**config.mk**
```make
export PLATFORM = sky130hd
export DESIGN_NAME = frame_dump_ctrl
export DESIGN_NICKNAME = d
export VERILOG_FILES = /design/src/rtl/frame_dump_pkg.sv /design/src/rtl/frame_dump_ctrl_holdoff.sv /design/src/rtl/frame_dump_ctrl.sv
export SDC_FILE = /design/constraint.sdc
export NUM_CORES = 1
export LEC_CHECK = 0
export ABC_CLOCK_PERIOD_IN_PS = 3900
export CAP_MARGIN = 20
export CELL_PAD_IN_SITES_DETAIL_PLACEMENT = 2
export CELL_PAD_IN_SITES_GLOBAL_PLACEMENT = 2
export CORE_UTILIZATION = 34
export CTS_CLUSTER_DIAMETER = 50
export CTS_CLUSTER_SIZE = 8
export DETAILED_ROUTE_END_ITERATION = 8
export PLACE_DENSITY = 0.82
export RECOVER_POWER = 25
export SLEW_MARGIN = 10
export SYNTH_ARGS = -nofsm -noshare
export SYNTH_HDL_FRONTEND = slang
export SYNTH_SLANG_ARGS = --single-unit
```
**constraint.sdc**
```tcl
create_clock -name sys_clk_i -period 3.9 [get_ports sys_clk_i]
set_input_delay 0.78 -clock sys_clk_i [delete_from_list [all_inputs] [get_ports sys_clk_i]]
set_output_delay 0.78 -clock sys_clk_i [all_outputs]
set_load 0.005 [all_outputs]
```
**src/rtl/frame_dump_pkg.sv**
```systemverilog
// Shared types and defaults for the frame buffer UART dump controller.
package frame_dump_pkg;

    typedef enum logic [2:0] {
        ST_IDLE,
        ST_HDR0,
        ST_HDR1,
        ST_ADDR,
        ST_LATCH,
        ST_BYTE,
        ST_WBUSY
    } state_t;

    localparam int unsigned WIDTH_DEF     = 40;
    localparam int unsigned HEIGHT_DEF    = 30;
    localparam int unsigned HOLDOFF_W_DEF = 13;
    localparam int unsigned TIMEOUT_CYC   = 4;
    localparam logic [7:0]  SYNC0_DEF     = 8'hA5;
    localparam logic [7:0]  SYNC1_DEF     = 8'h5A;

    // Index width for a 0..n-1 counter, never narrower than one bit.
    function automatic int unsigned idx_w(input int unsigned n);
        return (n <= 2) ? 1 : $clog2(n);
    endfunction

endpackage

```
**src/rtl/frame_dump_ctrl_holdoff.sv**
```systemverilog
// Inter-byte holdoff: counts idle cycles, saturates, and flags when the gap has elapsed.
module holdoff_timer #(
    parameter int unsigned W = 13
) (
    input  logic i_clk,
    input  logic i_rst,
    input  logic i_clear,
    output logic o_expired_c
);

    logic [W-1:0] r_cnt;

    always_ff @(posedge i_clk) begin
        if (i_rst) begin
            r_cnt <= '0;
        end else if (i_clear) begin
            r_cnt <= '0;
        end else if (!o_expired_c) begin
            r_cnt <= r_cnt + W'(1);
        end
    end

    assign o_expired_c = &r_cnt;

endmodule

```
**src/rtl/frame_dump_ctrl.sv**
```systemverilog
// Dumps the downsampled frame buffer over the UART: sync header, then every word MSB first.
module frame_dump_ctrl
    import frame_dump_pkg::*;
#(
    parameter int unsigned WIDTH     = WIDTH_DEF,
    parameter int unsigned HEIGHT    = HEIGHT_DEF,
    parameter int unsigned HOLDOFF_W = HOLDOFF_W_DEF,
    parameter logic [7:0]  SYNC0     = SYNC0_DEF,
    parameter logic [7:0]  SYNC1     = SYNC1_DEF,
    localparam int unsigned X_W      = idx_w(WIDTH),
    localparam int unsigned Y_W      = idx_w(HEIGHT)
) (
    input  logic           sys_clk_i,
    input  logic           sys_rst_i,
    input  logic           start,
    input  logic           continuous,
    input  logic           frame_done,
    output logic [X_W-1:0] read_x,
    output logic [Y_W-1:0] read_y,
    input  logic [31:0]    read_q,
    input  logic           uart_busy,
    output logic           uart_wr,
    output logic [7:0]     uart_dat,
    output logic           busy,
    output logic           dump_done
);

    state_t         r_state;
    state_t         r_ret;
    logic           r_armed;
    logic [X_W-1:0] r_x;
    logic [Y_W-1:0] r_y;
    logic [1:0]     r_z;
    logic [31:0]    r_word;
    logic [2:0]     r_wait;
    logic           r_seen;
    logic           r_uart_wr;
    logic [7:0]     r_uart_dat;
    logic           r_busy;
    logic           r_dump_done;

    logic       w_expired;
    logic       w_go;
    logic       w_clear;
    logic       w_ready;
    logic       w_sent;
    logic       w_last;
    logic [7:0] w_byte;

    // Gap restarts at dump start and at every write so pacing holds even if the UART never reports busy.
    assign w_go    = (r_state == ST_IDLE) && frame_done && (r_armed || start || continuous);
    assign w_clear = uart_busy || r_uart_wr || w_go;
    assign w_ready = w_expired && !uart_busy && !r_uart_wr;
    assign w_sent  = (r_state == ST_WBUSY) && !uart_busy
                     && (r_seen || (r_wait == 3'(TIMEOUT_CYC - 1)));
    assign w_last  = (r_x == X_W'(WIDTH - 1)) && (r_y == Y_W'(HEIGHT - 1)) && (r_z == 2'd3);

    holdoff_timer #(
        .W (HOLDOFF_W)
    ) u_holdoff (
        .i_clk       (sys_clk_i),
        .i_rst       (sys_rst_i),
        .i_clear     (w_clear),
        .o_expired_c (w_expired)
    );

    always_comb begin
        w_byte = r_word[31:24];
        case (r_z)
            2'd1:    w_byte = r_word[23:16];
            2'd2:    w_byte = r_word[15:8];
            2'd3:    w_byte = r_word[7:0];
            default: w_byte = r_word[31:24];
        endcase
    end

    always_ff @(posedge sys_clk_i) begin
        if (sys_rst_i) begin
            r_state     <= ST_IDLE;
            r_ret       <= ST_IDLE;
            r_armed     <= 1'b0;
            r_x         <= '0;
            r_y         <= '0;
            r_z         <= '0;
            r_word      <= '0;
            r_wait      <= '0;
            r_seen      <= 1'b0;
            r_uart_wr   <= 1'b0;
            r_uart_dat  <= '0;
            r_busy      <= 1'b0;
            r_dump_done <= 1'b0;
        end else begin
            r_uart_wr   <= 1'b0;
            r_dump_done <= 1'b0;
            case (r_state)
                ST_IDLE: begin
                    if (w_go) begin
                        r_state <= ST_HDR0;
                        r_armed <= 1'b0;
                        r_x     <= '0;
                        r_y     <= '0;
                        r_z     <= '0;
                        r_busy  <= 1'b1;
                    end else if (start || continuous) begin
                        r_armed <= 1'b1;
                    end
                end
                ST_HDR0, ST_HDR1, ST_BYTE: begin
                    if (w_ready) begin
                        r_uart_wr <= 1'b1;
                        r_wait    <= '0;
                        r_seen    <= 1'b0;
                        r_state   <= ST_WBUSY;
                        if (r_state == ST_HDR0) begin
                            r_uart_dat <= SYNC0;
                            r_ret      <= ST_HDR1;
                        end else if (r_state == ST_HDR1) begin
                            r_uart_dat <= SYNC1;
                            r_ret      <= ST_ADDR;
                        end else begin
                            r_uart_dat <= w_byte;
                            r_ret      <= ST_BYTE;
                        end
                    end
                end
                ST_ADDR: begin
                    r_state <= ST_LATCH;
                end
                ST_LATCH: begin
                    r_word  <= read_q;
                    r_state <= ST_BYTE;
                end
                ST_WBUSY: begin
                    if (uart_busy) begin
                        r_seen <= 1'b1;
                    end else if (w_sent) begin
                        if (r_ret != ST_BYTE) begin
                            r_state <= r_ret;
                        end else if (r_z != 2'd3) begin
                            r_z     <= r_z + 2'd1;
                            r_state <= ST_BYTE;
                        end else if (w_last) begin
                            r_z         <= '0;
                            r_state     <= ST_IDLE;
                            r_busy      <= 1'b0;
                            r_dump_done <= 1'b1;
                            r_armed     <= continuous;
                        end else begin
                            r_z     <= '0;
                            r_state <= ST_ADDR;
                            if (r_x == X_W'(WIDTH - 1)) begin
                                r_x <= '0;
                                r_y <= r_y + Y_W'(1);
                            end else begin
                                r_x <= r_x + X_W'(1);
                            end
                        end
                    end else begin
                        r_wait <= r_wait + 3'd1;
                    end
                end
                default: r_state <= ST_IDLE;
            endcase
        end
    end

    assign read_x    = r_x;
    assign read_y    = r_y;
    assign uart_wr   = r_uart_wr;
    assign uart_dat  = r_uart_dat;
    assign busy      = r_busy;
    assign dump_done = r_dump_done;

endmodule

```
==> results of run 1 <==
layout make-up:
cell class,instances,area (um2)
clock buffer,14,274.0
clock inverter,2,60.06
fill,1232,6126
multi-input combinational,353,2103
timing repair buffer,64,626.9
inverter,17,63.81
tap,140,175.2
sequential,80,1602
sequential cells by signal, summed over array words and instances (netlist names), 2 cells and up:
name,cells
r_z,2
read_y,5
uart_dat,8
u_holdoff.r_cnt,13
r_state,3
r_ret,3
read_x,6
r_wait,3
r_word,32
path summary, 6_finish.rpt:
path                              endpoint  slack, ns        from
worst max register to register  r_word[28]       1.37  r_state[2]
worst min register to register  r_word[17]       0.46  r_word[17]
worst min-delay path            r_word[17]       0.46  r_word[17]
worst max-delay path             r_wait[0]       1.20   uart_busy
routing by layer:
layer / share of wire / track usage / vias to the layer above
li1: - / - / 1819
met1: 0.44 / 0.2675 / 1842
met2: 0.52 / 0.3949 / 65
met3: 0.024 / 0.02750 / 12
met4: 0.015 / 0.08095 / 0
met5: 0 / 0 / -
cell usage in the layout (no fill, tap or decap), types with 5 or more instances in the layout:
cell,instances
mux2i_1,11
nor2_1,19
ha_1,10
nand3_1,15
nor3_1,10
dlygate4sd3_1,5
clkdlybuf4s50_1,53
and4_1,5
nand2_1,97
dfxtp_1,80
nand4_1,10
clkbuf_16,9
o211ai_1,6
o21ai_0,20
nand2b_1,7
a211oi_1,8
a222oi_1,8
a21oi_1,59
inv_1,17
or3_1,6
per-stage QoR:
step,worst slack [ns],total power [mW],hold slack (ns)
after global routing,1.006,1.949,0.4788
after CTS,1.243,1.917,0.4622
after global placement,1.032,0.9586,0.4442
after detailed placement,0.8936,0.9632,0.4540
final,1.195,1.902,0.4560
after floorplan,1.973,0.8993,0.4357
power groups by stage:
stage	Clock, mW	Combinational (mW)	Sequential [mW]
floorplan	0	0.0532	0.846
global placement	0	0.106	0.852
detailed placement	0	0.109	0.854
CTS	0.971	0.111	0.835
global route	0.994	0.119	0.836
finish	0.958	0.109	0.835
worst min-delay path: cells and delay by family (launching register included):
kind / cells / cell delay (ns)
DFF: 1 / 0.31
and+or+nand+nor: 1 / 0.05
AOI/OAI and AO/OA: 1 / 0.05
cell families (layout without fill, tap and decap cells):
kind of cell | Yosys count | after routing | synth area share
AO/OA/AOI/OAI | 134 | 134 | 0.2202
buffers and inverters | 48 | 97 | 0.05248
multiplexers | 11 | 11 | 0.02816
flip-flops | 80 | 80 | 0.4096
adder cells (fa/ha/maj) | 10 | 10 | 0.03200
XOR/XNOR | 5 | 5 | 0.01120
AND/OR/NAND/NOR | 193 | 193 | 0.2464
==> key figures, run 1 <==
Outcome
  – Status: finished clean

Worst hold path
  – Hold path depth: 2
  – Hold Crit Class: flop to flop

Detailed routing
  – Number of detailed-route iterations in the first pass: 4
  – Number of remaining DRC errors: 0
  – Detailed Route WL: 12270 um
  – Drt wl/cell: 18.31 um
  – Via Count: 3738
  – ANT nets after route: 0
  – Vias per cell: 5.579
  – Starting DRT DRC Count: 155

Power and ir drop
  – Pwr dens: 387.8 nW/um2
  – Peak VDD IR: 0.1555 mV
  – Clock Power Share: 0.504
  – Internal power: 1.493 mW
  – Leak pwr: 1.630 nW
  – Combinational share of power: 0.057
  – Sw frac: 0.2148
  – P_sw: 0.4086 mW
  – Register share of total power: 0.439

Flow run
  – Max-Cap Viols: 0

Placement
  – RD Place Congestion: 0.7703
  – Placed Instances: 653
  – Port-buffer cells: 59
  – Post-detail-place hpwl: 8693 um
  – Placed cell areas: 4564 um2

Setup path
  – CP Class: input port to flop
  – Buf/Inv on CP: 1
  – Worst-path fanout max: 16
  – Worst EP required: 4.11 ns
  – Crit path DAT: 2.91 ns
  – Startpoint Class: input port
  – Critical Path Most Common Cell: o21ai_0
  – Crit-path max cell delay: 0.59 ns
  – Worst path slowest cell: nand4_1
  – CP Capture Type: flop
  – CP Depth: 5
  – Worst-case reg-to-reg path depth: 5
  – Worst-path cell chain: clkdlybuf4s50_1 > nor3b_1 > nand4_1 > o21ai_0 > o21ai_0
  – Top delay family on crit path: simple AND/OR/NAND/NOR gates

Clocking
  – Post-CTS setup buffers: 0
  – Num CTS Buffers: 9
  – # H-tree levels: 3
  – Hold-fix buffers, CTS: 0
  – TritonCTS clock tree: built
  – Clk slew on worst S/H paths: 0.06 ns
  – CTS root buf: clkbuf_16
  – Clock Tree Buf Depth: 2
  – CTS sink count: 80
  – Clk_lat worst skew: 0.35 ns
  – Post-CTS sizing: 0

Synthesis
  – Synth top area cells: dfxtp_1 (41%), nand2_1 (9.3%), a21oi_1 (7.6%)
  – Gate Count Post-Synth: 481
  – Syn_nets: 529
  – Seq cells post-synth: 80
  – Number of enable flip-flop cells after synthesis: 0
  – Most frequent cell after synthesis: nand2_1
  – Mapped Area: 3910 um2
  – Ys flop type: dfxtp_1
  – Yosys top cell by area: dfxtp_1
  – Post-synth cell types: 63
  – Avg Cell Area, Syn: 8.129 um2
  – Yosys warns: 0
  – FFs w/ async S/R, synth: 0
  – Synth top cells by count: nand2_1 (97), dfxtp_1 (80), a21oi_1 (59), o21ai_0 (20), nor2_1 (19)
  – Sequential share of the synthesized area: 0.4096
  – Synth top area share: 0.4096

Layout
  – Area Growth Syn to Fin: 25.44%
  – Fin util: 0.4446
  – Share of cells above drive strength 1: 0.05849
  – Net count reported at finish: 573
  – Final Non-Filler Cells: 670
  – Finished Cell Area: 4905 um2
  – Antenna cells: 0

STA
  – RSZ-0062 raised after global routing: false
  – Fin. Hold Viols: 0
  – Final setup fails: 0
  – Worst-Margin Slew: 1.314 ns
  – Slew Limit Headroom: 0.1241
  – Final Skew: 0.006538 ns
  – Fmax: 0.3697 GHz
  – Post-Route Setup TNS: 0 ns
  – Slew Limit Fails: 0
  – Final Cycle Share: 0.6935
  – Final min period: 2.705 ns

Die
  – CORE AREA: 11030 um2
  – Die H: 109.2 um
  – Initial Util: 0.3545
  – Die width: 109.2 um
  – IO Count: 60
  – Die ar.: 11930 um2
  – Placement Rows: 38

GRT
  – Gr usage total: 0.2202
  – Largest net degree at the start of global routing: 33
  – Initial antenna violation count: 0
  – Vias in the first global route: 3948
  – Grt total ovfl: 0
  – First-pass GRT wire length: 20120 um
Note: power is estimated with default switching activity, not from simulation.
==> inputs of run 2 (changes only) <==
- ABC_CLOCK_PERIOD_IN_PS: 3900 -> 2300
- CORE_UTILIZATION: 34 -> 29
- PLACE_DENSITY: 0.82 -> 0.75
- clock period: 3.9 -> 2.3 ns (I/O delays scaled with it)
==> key figures, run 2 (synthesis results as in run 1) <==
Setup path
  – CP Capture Type: flop
  – Worst EP required: 2.51 ns (-1.60 ns)
  – Crit-path max cell delay: 0.47 ns (-0.12 ns)
  – Worst path slowest cell: ha_1
  – Worst-path cell chain: ha_1 > nand4b_1 > a31o_2 > a21oi_1 > o21ai_0
  – CP Class: flop to flop
  – Startpoint Class: flop
  – Crit path DAT: 2.36 ns (-0.55 ns)
  – Worst-path fanout max: 12 (-4)

Power and ir drop
  – Pwr dens: 609.1 nW/um2 (+57%)
  – Peak VDD IR: 0.3182 mV (+100%)
  – Post-layout power: 3.050 mW (+60%)
  – Leak pwr: 1.701 nW (+4.4%)

Clocking
  – CTS sink count: 80 (unchanged)
  – Clk_lat worst skew: 0.35 ns (about the same)
  – Hold-fix buffers, CTS: 0 (unchanged)
  – TritonCTS clock tree: built
  – # H-tree levels: 3 (unchanged)
  – Clk slew on worst S/H paths: 0.06 ns (about the same)
  – CTS root buf: clkbuf_16
  – Num CTS Buffers: 9 (unchanged)
  – Post-CTS sizing: 0 (unchanged)
  – Post-CTS setup buffers: 0 (unchanged)
  – Clock Tree Buf Depth: 2 (unchanged)

GRT
  – GR Util met3: 0.03101 (+0.003512)
  – Largest net degree at the start of global routing: 33 (unchanged)
  – Grt peak-use layer: met2
  – Met1 Use GR: 0.2338 (-0.03372)
  – Initial antenna violation count: 0 (unchanged)
  – First-pass GRT wire length: 20930 um (+4.0%)
  – Grt total ovfl: 0 (unchanged)
  – Gr usage total: 0.1886 (-0.03157)
  – Vias in the first global route: 4042 (+2.4%)
  – Met2 usage: 0.3206 (-0.07429)

Placement
  – RD Place Congestion: 0.7697 (about the same)
  – Pre-CTS WS: 0.1009 ns (-0.7927 ns)
  – Placed cell areas: 4722 um2 (+3.5%)
  – Post-detail-place hpwl: 8955 um (+3.0%)
  – Port-buffer cells: 59 (unchanged)

Detailed routing
  – Drt wl/cell: 17.34 um (-5.3%)
  – Number of remaining DRC errors: 0 (unchanged)
  – Detailed Route WL: 12470 um (+1.6%)
  – ANT nets after route: 0 (unchanged)
  – Via Count: 3812 (+2.0%)
  – Vias per cell: 5.302 (-5.0%)
  – Starting DRT DRC Count: 157 (+1.3%)
  – Number of detailed-route iterations in the first pass: 5 (+1)

STA
  – Post-Route Setup TNS: 0 ns (unchanged)
  – Final worst slack: 0.1536 ns (-1.042 ns)
  – Final min period: 2.146 ns
  – Slew Limit Fails: 0 (unchanged)
  – RSZ-0062 raised after global routing: false
  – Slew Limit Headroom: 0.5680 (+0.4439)
  – Final setup fails: 0 (unchanged)
  – Final Cycle Share: 0.9332
  – Fin Hold WS: 0.4573 ns (+0.001256 ns)
  – Fin. Hold Viols: 0 (unchanged)
  – Final Skew: 0.008169 ns (+0.001631 ns)
  – Fmax: 0.4659 GHz
  – Worst-Margin Slew: 0.6480 ns (-0.6659 ns)

Die
  – Die ar.: 13950 um2 (+17%)
  – Placement Rows: 42 (+11%)
  – Die width: 118.1 um (+8.1%)
  – IO Count: 60 (unchanged)
  – Initial Util: 0.2964 (-0.05804)
  – Die H: 118.1 um (+8.1%)
  – CORE AREA: 13190 um2 (+20%)

Layout
  – Biggest register: r_word
  – Antenna cells: 0 (unchanged)
  – Area Growth Syn to Fin: 28.06%
  – Net count reported at finish: 587 (+2.4%)
  – Finished Cell Area: 5007 um2 (+2.1%)
  – Commonest non-fill, non-tap cell in the layout: nand2_1
  – Most frequent cells in the layout: nand2_1 (97), dfxtp_1 (80), a21oi_1 (59)
  – Largest register FFs: 32 (unchanged)
  – Share of cells above drive strength 1: 0.08471 (+0.02622)

Worst hold path
  – Hold Crit Class: flop to flop

Flow run
  – Max-Cap Viols: 0 (unchanged)

Outcome
  – Status: finished clean
run 2: cell count changes in the layout (fill, tap and decap cells not counted), moves of 2 or more:
cell and change:
dlygate4sd3_1 +8, clkdlybuf4s50_1 -8, clkbuf_8 -2, clkinv_2 +3, clkbuf_2 +2, buf_4 +13
run 2: where the power goes:
group	leakage (nW)	internal [mW]	switching, mW
Combinational	0.911	0.101	0.0968
Sequential	0.645	1.40	0.0160
Clock	0.145	0.859	0.581
run 2: worst max-delay path: cells and delay by family, from the launching register on:
family	cells	cell delay, ns
AO/OA/AOI/OAI	3	0.81
AND/OR/NAND/NOR	1	0.33
flip-flops	1	0.40
adder cells (fa/ha/maj)	1	0.47
run 2: final timing paths:
| kind | from | to | slack (ns) | cells past startpoint |
|---|---|---|---|---|
| max reg2reg | r_z[0] | read_x[1] | 0.15 | 5 |
| max | r_z[0] | read_x[1] | 0.15 | 5 |
| min | r_word[29] | r_word[29] | 0.46 | 2 |
| min reg2reg | r_word[29] | r_word[29] | 0.46 | 2 |
run 2: stage by stage:
stage                     utilization  instances
after floorplan                     -        481
after global placement         0.3580        704
after detailed placement       0.3580        704
after CTS                      0.3798        719
after global routing           0.3796        719
final                          0.3796        719
run 2: final cells by class:
cell class	count	area (um2)
clock buffer	11	242.7
clock inverter	4	45.04
fill	1486	8183
inverter	17	63.81
multi-input combinational	353	2115
sequential	80	1602
tap	176	220.2
timing repair buffer	78	719.4
run 2: layer usage:
metal  routed length [um]  share of wire  up-vias
li1                     -              -     1851
met1                 5728           0.46     1878
met4                  241          0.019        0
met3                  328          0.026       17
met2                 6167           0.49       66
met5                    0              0        -
